===== src/rtl/display_pkg.sv =====
// Shared constants, state encoding and counter sizing for the display scheduler.
package display_pkg;

    localparam int NUM_DIGITS = 8;
    localparam int DIGIT_W    = 4;

    localparam logic [DIGIT_W-1:0]            BLANK_DIGIT = 4'hF;
    localparam logic [NUM_DIGITS*DIGIT_W-1:0] ALL_BLANK   = {NUM_DIGITS{BLANK_DIGIT}};

    typedef enum logic [1:0] {
        IDLE,
        MSG,
        ALERT
    } state_t;

    // Width able to hold 0..n-1, never narrower than one bit.
    function automatic int cnt_width(input int n);
        return (n > 1) ? $clog2(n) : 1;
    endfunction

endpackage


===== src/rtl/display_sched_tick_timer.sv =====
// Counts tick pulses up to a runtime-selected terminal value; done pulses on the
// tick that reaches it and the counter restarts from zero on its own.
module tick_timer
    import display_pkg::*;
#(
    parameter int N = 2,
    localparam int CW = cnt_width(N)
) (
    input  logic          clk,
    input  logic          rst_n,
    input  logic          clear,
    input  logic          tick,
    input  logic [CW-1:0] last,
    output logic          done
);

    logic [CW-1:0] cnt;

    assign done = tick && (cnt == last);

    always_ff @(posedge clk or negedge rst_n) begin
        if (!rst_n) begin
            cnt <= '0;
        end else if (clear || done) begin
            cnt <= '0;
        end else if (tick) begin
            cnt <= cnt + 1'b1;
        end
    end

endmodule


===== src/rtl/display_sched.sv =====
// Arbitrates the 8-digit display between the background score, a timed message
// and a blinking alert (alert > message > score), with registered outputs.
module display_sched
    import display_pkg::*;
#(
    parameter int HOLD_TICKS  = 2000,
    parameter int BLINK_TICKS = 250,
    parameter int BLINK_COUNT = 3
) (
    input  logic        clk,
    input  logic        rst_n,
    input  logic        tick,
    input  logic [31:0] score_digits,
    input  logic        msg_req,
    input  logic [31:0] msg_digits,
    output logic        msg_ack,
    input  logic        alert_req,
    input  logic [31:0] alert_digits,
    output logic        alert_ack,
    output logic [31:0] disp_digits,
    output logic        busy
);

    localparam int TMAX = (HOLD_TICKS > BLINK_TICKS) ? HOLD_TICKS : BLINK_TICKS;
    localparam int TW   = cnt_width(TMAX);
    localparam int BW   = cnt_width(BLINK_COUNT);

    localparam logic [TW-1:0] HOLD_LAST   = TW'(HOLD_TICKS - 1);
    localparam logic [TW-1:0] BLINK_LAST  = TW'(BLINK_TICKS - 1);
    localparam logic [BW-1:0] BLINKS_LAST = BW'(BLINK_COUNT - 1);

    state_t        state, next_state;
    logic          phase_on, next_phase_on;
    logic [BW-1:0] blinks, next_blinks;
    logic [31:0]   msg_latch, alert_latch, next_disp;
    logic          take_alert, take_msg;
    logic          timer_clear, timer_done;
    logic [TW-1:0] timer_last;

    // The timer restarts on every acceptance, so a tick in the accepting cycle is not counted.
    assign take_alert  = alert_req && (state != ALERT);
    assign take_msg    = msg_req && !alert_req && (state == IDLE);
    assign timer_clear = take_alert || take_msg;
    assign timer_last  = (state == ALERT) ? BLINK_LAST : HOLD_LAST;
    assign busy        = (state != IDLE);

    tick_timer #(.N(TMAX)) u_timer (
        .clk   (clk),
        .rst_n (rst_n),
        .clear (timer_clear),
        .tick  (tick),
        .last  (timer_last),
        .done  (timer_done)
    );

    always_comb begin
        next_state    = state;
        next_phase_on = phase_on;
        next_blinks   = blinks;
        next_disp     = score_digits;
        case (state)
            IDLE: begin
                next_disp = score_digits;
                if (take_msg) begin
                    next_state = MSG;
                end
            end
            MSG: begin
                next_disp = msg_latch;
                if (timer_done) begin
                    next_state = IDLE;
                end
            end
            ALERT: begin
                next_disp = phase_on ? alert_latch : ALL_BLANK;
                if (timer_done) begin
                    if (phase_on) begin
                        next_phase_on = 1'b0;
                    end else if (blinks == BLINKS_LAST) begin
                        next_state = IDLE;
                    end else begin
                        next_blinks   = blinks + 1'b1;
                        next_phase_on = 1'b1;
                    end
                end
            end
            default: next_state = IDLE;
        endcase
        // An accepted alert overrides whatever IDLE or MSG decided above.
        if (take_alert) begin
            next_state    = ALERT;
            next_phase_on = 1'b1;
            next_blinks   = '0;
        end
    end

    always_ff @(posedge clk or negedge rst_n) begin
        if (!rst_n) begin
            state       <= IDLE;
            phase_on    <= 1'b0;
            blinks      <= '0;
            msg_latch   <= '0;
            alert_latch <= '0;
            disp_digits <= ALL_BLANK;
            msg_ack     <= 1'b0;
            alert_ack   <= 1'b0;
        end else begin
            state       <= next_state;
            phase_on    <= next_phase_on;
            blinks      <= next_blinks;
            disp_digits <= next_disp;
            msg_ack     <= take_msg;
            alert_ack   <= take_alert;
            if (take_msg) begin
                msg_latch <= msg_digits;
            end
            if (take_alert) begin
                alert_latch <= alert_digits;
            end
        end
    end

endmodule


===== config.mk =====
export PLATFORM = sky130hd
export DESIGN_NAME = display_sched
export DESIGN_NICKNAME = d
export VERILOG_FILES = /design/src/rtl/display_pkg.sv /design/src/rtl/display_sched_tick_timer.sv /design/src/rtl/display_sched.sv
export SDC_FILE = /design/constraint.sdc
export NUM_CORES = 1
export LEC_CHECK = 0
export ABC_AREA = 1
export CAP_MARGIN = 20
export CORE_MARGIN = 4
export CORE_UTILIZATION = 52
export CTS_CLUSTER_DIAMETER = 120
export DETAILED_ROUTE_END_ITERATION = 16
export GPL_ROUTABILITY_DRIVEN = 1
export GPL_TIMING_DRIVEN = 0
export PLACE_DENSITY = 0.82
export SYNTH_ARGS = -nofsm -noshare
export SYNTH_HDL_FRONTEND = slang
export SYNTH_SLANG_ARGS = --single-unit

===== constraint.sdc =====
create_clock -name clk -period 2.2 [get_ports clk]
set_input_delay 0.22 -clock clk [delete_from_list [all_inputs] [get_ports clk]]
set_output_delay 0.22 -clock clk [all_outputs]
set_load 0.1 [all_outputs]

Yosys cells after proc, flatten, opt, wreduce, memory -nomap -nowiden

Cells that the tools add are included.

Memory bits (writable): 0
Word-level logic and storage cells: 60
Bits in latches: 0
Bits in registers: 114
Memory bits (read-only): 0
Output and inout bits: 35
Memories kept: 0

Muxes and demuxes: 22
Order comparisons: 0
Div/mod/pow operators: 0
Shift-type cells: 0
Add/subtract/negate cells: 2
Multiply operators: 0
Bitwise gates (word level): 0
Reduce and logical (&&, ||, !) cells: 15
Eq/ne operators: 12

Operators by type and width:

| cell                                                  | count |
|---|---|
| case mux 32 bit (2 select lines)                      | 1 |
| 2-to-1 mux 11 bit                                     | 3 |
| 2-to-1 mux 32 bit                                     | 1 |
| 2-to-1 mux 2 bit                                      | 11 |
| adder 11 x 1 -> 11 bit, second input constant         | 1 |
| == test 11 bit                                        | 1 |
| inequality test 3 x 2 -> 1 bit, second input constant | 3 |
| nonzero test 2 bit                                    | 4 |
| inequality test 3 bit, second input constant          | 2 |
| case mux 2 bit (3 select lines)                       | 1 |
| 2-to-1 mux 1 bit                                      | 5 |
| AND reduction 5 bit                                   | 1 |
| == test 2 bit, second input constant                  | 2 |
| logical AND 1 bit                                     | 4 |
| inequality test 2 bit, second input constant          | 2 |
| AND reduction 4 bit                                   | 1 |
| adder 2 x 1 -> 2 bit, second input constant           | 1 |
| == test 2 x 1 -> 1 bit, second input constant         | 1 |
| zero test 2 bit                                       | 1 |
| logical OR 1 bit                                      | 2 |
| inequality test 2 x 1 -> 1 bit, second input constant | 1 |
| AND reduction 2 bit                                   | 1 |
| zero test 1 bit                                       | 1 |

Logic depth before layout (Yosys ltp)

Word-level depth: 7
Gate-level depth with buffers: 12
Depth with buffers taken out: 12

By module

From an unflattened synthesis, not the netlist that was laid out.

Cells, all modules: 642
Area, all modules: 5350.1 um^2

Modules (own cells, without submodules):

| module        | instances | seq. area each (um^2) | cells each | area an instance (um^2) |
|---|---|---|---|---|
| display_sched | 1         | 2617.5                | 502        | 4390.5 |
| tick_timer    | 1         | 275.3                 | 140        | 959.7 |

Worst setup path before layout

Ideal clock, no wire load.

Path type: register -> register
Start: reg state[0]
End: reg state[1]
Setup time: 0.117 ns
Period minus slack after synthesis: 1.796 ns
Cell stages (with the launch flop): 9
Path slack: 0.404 ns
Arrival time: 1.679 ns
Required time: 2.083 ns
Cell sequence: dfrtp_1 inv_1 ha_1 inv_1 o21ai_1 inv_2 nand3_2 nand2_1 nand2_1

Cells in the longest elaborated chain, start to end: 6
Elaborated cells between the ends (all ways): 17
Those cells by class: eq/ne: 9; mux: 3; reduce/logical: 5

RTL lines:

| what                                            | line                                     | source |
|---|---|---|
| start: declaration                              | display_sched.sv:32                      | `state_t state, next_state;` |
| start signal: assignment                        | display_sched.sv:108                     | `state <= next_state;` |
| == test 2 bit                                   | display_sched.sv:44, display_sched.sv:61 |  |
| 2-to-1 mux 11 bit                               | display_sched.sv:44                      | `assign timer_last = (state == ALERT) ? BLINK_LAST : HOLD_LAST;` |
| == test 11 bit                                  | display_sched_tick_timer.sv:19           | `assign done = tick && (cnt == last);` |
| logical AND 1 bit                               | display_sched_tick_timer.sv:19           |  |
| inequality test 3 x 2 -> 1 bit (no source line) | -                                        |  |
| AND reduction 5 bit (no source line)            | -                                        |  |

Parallel ways exist; a longest one is shown, timed or not.
A chain may end at the register's enable or synchronous reset.

Worst setup path after layout

Start: reg disp_digits[18]
End: out disp_digits[18]

RTL lines:

| what                     | line                 | source |
|---|---|---|
| start: declaration       | display_sched.sv:20  | `output logic [31:0] disp_digits,` |
| start signal: assignment | display_sched.sv:111 | `disp_digits <= next_disp;` |

No word-level cell between the ends.

==> results.txt <==
The number of slew-limit violations in the final report came out at 0. The number of instances in the synthesized netlist came out at 605. The clock network latency to the later pin of the worst-skew pair came out at 0.51 ns. The pre-CTS worst setup slack is 0.08459 ns.

The post-detailed-route count of antenna-violating nets is 0. The via count of the first global-routing pass came out at 4892. In the final routed layout, each cell accounts on average for 16.95 um. On the final layout, the worst clock skew is 0.007266 ns. The die span in x is 107.2 um. The first global-routing pass estimated 24.22 mm of wire.

The post-route minimum period is 2.134 ns. The number of port buffers is 135. Summed over all instances, the cell type with the most area after synthesis is dfrtp_1.

Yosys mapped a number of flops with a built-in enable equal to 0. The floorplan core area is 9415 um2. Power spread over the standard cell area amounts to 1720 nW/um2. The portion of total power attributed to the clock network came out at 20.6%. In this design, the stage delay of the slowest critical-path cell is 0.90 ns. In this run the most critical hold path is launched from score_digits[16]. The residual overflow from global routing is 0. In this run the number of H-tree levels came out at 4. The post-detailed-route via-to-cell ratio came out at 5.297.

The DRC violation count after routing is 0. TritonCTS built the clock tree. CTS saw 114 sinks. The cell family contributing the most delay on the critical path is buffers and inverters. In this run, the combinational gates consume 49.2% of the power. After Yosys synthesis, full adders, half adders and majority gates account for 1.468% of the synthesized area. The row count came out at 35. The worst-margin pin slew is 1.041 ns.

The min-delay analysis places its worst path in the category input pin to register. The maximum operating frequency is 468.5 MHz. The worst setup path is captured at an output pin. The dominant combinational cell family by area after synthesis is simple AND/OR/NAND/NOR gates.

Entering global routing, the biggest net connects 59 pins. The number of placed instances, taps included, is 870. Clock tree synthesis inserted a total of 17 buffers. VDD sags by at most 0.001140 V. The fraction of registers with async set/reset is 100.0%.

Setup violations remaining at the end of the flow were counted as 0. The run finished with clean final reports. The clock transition time at the flip-flop clock pins of the worst setup and hold paths came out at 0.06 ns.

The relative slew slack is 30.91%. The number of nets produced by synthesis came out at 712. Measured in cells, the most critical reg-to-reg path has a length of 7. The cell-internal power is 0.006296 W. The worst setup path is launched from a register.

Among all flip-flop cells after synthesis, the most frequent one is dfrtp_1. The wire-length estimate of the detail-placed layout is 10.65 mm. The number of different library cells used by synthesis comes to 25.

Counting along the longest clock path gives a buffer depth of 2. The count of TritonRoute iterations in the first routing pass is 5. The utilization of the core after routing is 76.29%. The global router's overall resource usage came out at 27.57%. The synthesized netlist devotes 0.5138% of its cell area to XOR and XNOR gates.

Counting both buffers and inverters, the worst setup path holds a total of 1. Along the worst hold path, the cell count comes to 3. The final layout contains routed wiring with a total length of 15.31 mm.

The portion of synthesized area spent on multiplexers is 0%. The leading cell type by number of instances after synthesis is nand2_1. The full die area came out at 11480 um2. The number of cells in the finished layout apart from fillers is 903.

The endpoint of the worst register-to-register path is disp_digits[28]. The fraction of the yosys area taken by sequential cells came out at 56.57%. The slowest stage of the critical path belongs to the cell dlygate4sd2_1. The signal on the critical path passes through dlygate4sd2_1.

The largest fanout on the critical path came out at 1. In this run the vertical extent of the chip is 107.2 um. The I/O pin count is 136. The number of antenna violations at the first check in global routing came to 0.

For this block, the initial DRC count from the detailed router was 336. The worst-case hold path end point is disp_digits[16]. The repair_antennas step left the layout with diodes totalling 0. The cell sitting at the root of the clock tree is a clkbuf_8. The number of synthesis warnings is 0. The synthesis-stage register bit count is 114.

The ratio of cells with drive above 1 in the final layout is 13.70%. The area growth from synthesis to layout is 40.47%. The critical path arrival came out at 1.91 ns. The startpoint identified for the worst register-to-register timing path is state[1]. The switching share of power is 49.04%.

The worst setup path is of the register to output pin kind. The average cell area after synthesis is 8.452 um2. The net switching power figure came out at 0.006060 W. Setup repair after global routing left no endpoint under its margin. The initial utilization of the core area, before any placement, comes to 54.31%. The part of the power in registers came out at 30.2%. Of the post-synthesis cell area, the dominant cell type holds 40.13%. The worst endpoint required time came out at 1.98 ns. The tightest hold margin is 0.2388 ns. Counting instances in the post-synthesis netlist gives the leading cell types as nand2_1 (230), dfrtp_1 (82), a21oi_1 (67), nor2_1 (56), o21ai_0 (33). The final net count came out at 868. The final hold violation count is 0. At the end of routability-driven placement, the weighted congestion stood at 0.8866. Summing the areas of all compound-gate instances in the mapped netlist gives 9.983% of the synthesized area.

After Yosys synthesis, and, or, nand and nor cells account for 26.57% of the synthesized area. The slack of the critical path came out at 0.06562 ns. In this run the static leakage power is 3.475 nW. The netlist area before placement came out at 5114 um2. The total number of vias is 4783. In the post-synthesis netlist, the biggest area contributors are dfrtp_1 (40%), nand2_1 (17%), dfstp_2 (16%), a21oi_1 (6.6%), nor2_1 (4.1%).

The final critical-path share of the clock period is 97.02%. The final total power came out at 0.01236 W. The register-to-register path setup slack is 0.18 ns. The tool flagged a number of max-cap violations equal to 0.
[worst max-delay path by stage]
stage	startpoint	end	slack, ns	depth (start not counted)
4_1_cts	alert_ack	alert_ack	0.0006	1
5_1_grt	state[1]	busy	0.02	4
6_report	disp_digits[18]	disp_digits[18]	0.07	1
2_1_floorplan	state[0]	state[1]	0.40	8
3_3_place_gp	rst_n	u_timer.cnt[7]	-3.26	1
3_5_place_dp	state[1]	busy	0.08	4
[flip-flops by register name (all words and copies together), names as in the netlist]
name	count
alert_latch	32
disp_digits	32
msg_latch	32
u_timer.cnt	11
blinks	2
state	2
alert_ack	1
msg_ack	1
phase_on	1
[power groups by stage]
stage / combinational (W) / sequential, W / clock [W]
2_1_floorplan: 0.00230 / 0.00601 / 0
3_3_place_gp: 0.00602 / 0.00371 / 0
3_5_place_dp: 0.00617 / 0.00374 / 0
4_1_cts: 0.00606 / 0.00372 / 0.00255
5_1_grt: 0.00649 / 0.00383 / 0.00266
6_report: 0.00607 / 0.00373 / 0.00255
[area by class of cell]
cell class	instances	area, um2
Sequential cell	114	2893
Fill cell	645	2232
Multi-Input combinational cell	432	1971
Timing Repair Buffer	137	1353
Clock buffer	20	445.4
Tap cell	129	161.4
Buffer	32	148.9
Clock inverter	12	110.1
Inverter	27	101.3
[stage by stage]
stage,TNS [ns],instance area [um2]
final,0,7183
after global routing,0,7183
after floorplan,0,5114
after global placement,-328.13,6626
after CTS,0,7178
after detailed placement,0,6651
[layer usage]
layer / share of wire (%) / track usage [%] / wire length (um) / up-vias
li1: - / - / - / 2228
met1: 39 / 33.17 / 5992 / 2307
met2: 50 / 46.74 / 7673 / 208
met3: 7.9 / 7.766 / 1202 / 40
met4: 2.9 / 10.96 / 439 / 0
met5: 0 / 0 / 0 / -
[kinds of logic (layout without fill, tap and decap cells)]
kind of cell	count (synthesis)	after routing
compound gates	102	102
buf+inv	59	228
xor+xnor	3	3
fa+ha+maj	6	6
flops	114	114
simple gates	321	321
[cells in the final DEF, fill, tap and decap left out, types with 2 or more instances in the layout]
| master | synthesis | final |
|---|---|---|
| clkbuf_16 | 0 | 16 |
| clkinv_2 | 0 | 3 |
| dlymetal6s2s_1 | 0 | 2 |
| a21oi_1 | 67 | 67 |
| buf_2 | 11 | 11 |
| clkdlybuf4s50_1 | 0 | 99 |
| nor3b_2 | 3 | 3 |
| dlygate4sd2_1 | 0 | 32 |
| ha_1 | 6 | 6 |
| nand4_1 | 3 | 3 |
| clkinv_4 | 0 | 3 |
| nand2_4 | 3 | 3 |
| buf_6 | 2 | 2 |
| nand3_2 | 5 | 5 |
| nand2_1 | 230 | 230 |
| nor2_1 | 56 | 56 |
| o21ai_1 | 2 | 2 |
| nand2_2 | 4 | 4 |
| dfstp_2 | 32 | 32 |
| dfrtp_1 | 82 | 82 |
| inv_1 | 23 | 23 |
| nand3_1 | 9 | 9 |
| nor2_2 | 4 | 4 |
| clkinvlp_4 | 0 | 4 |
| clkbuf_8 | 0 | 3 |
| nor2_4 | 2 | 2 |
| o21ai_0 | 33 | 33 |
| clkbuf_1 | 19 | 20 |
| xor2_1 | 2 | 2 |
| inv_2 | 4 | 4 |
[repair_timing]
action | 4_1_cts | 5_1_grt
hold buffers | 1 | 0
buffers inserted | 0 | 0
setup endpoints to repair | 33 | 2
hold endpoints to repair | 34 | 0
gates cloned | 0 | 0
resized for setup | 35 | 2
Power figures use the tool's default switching activity.
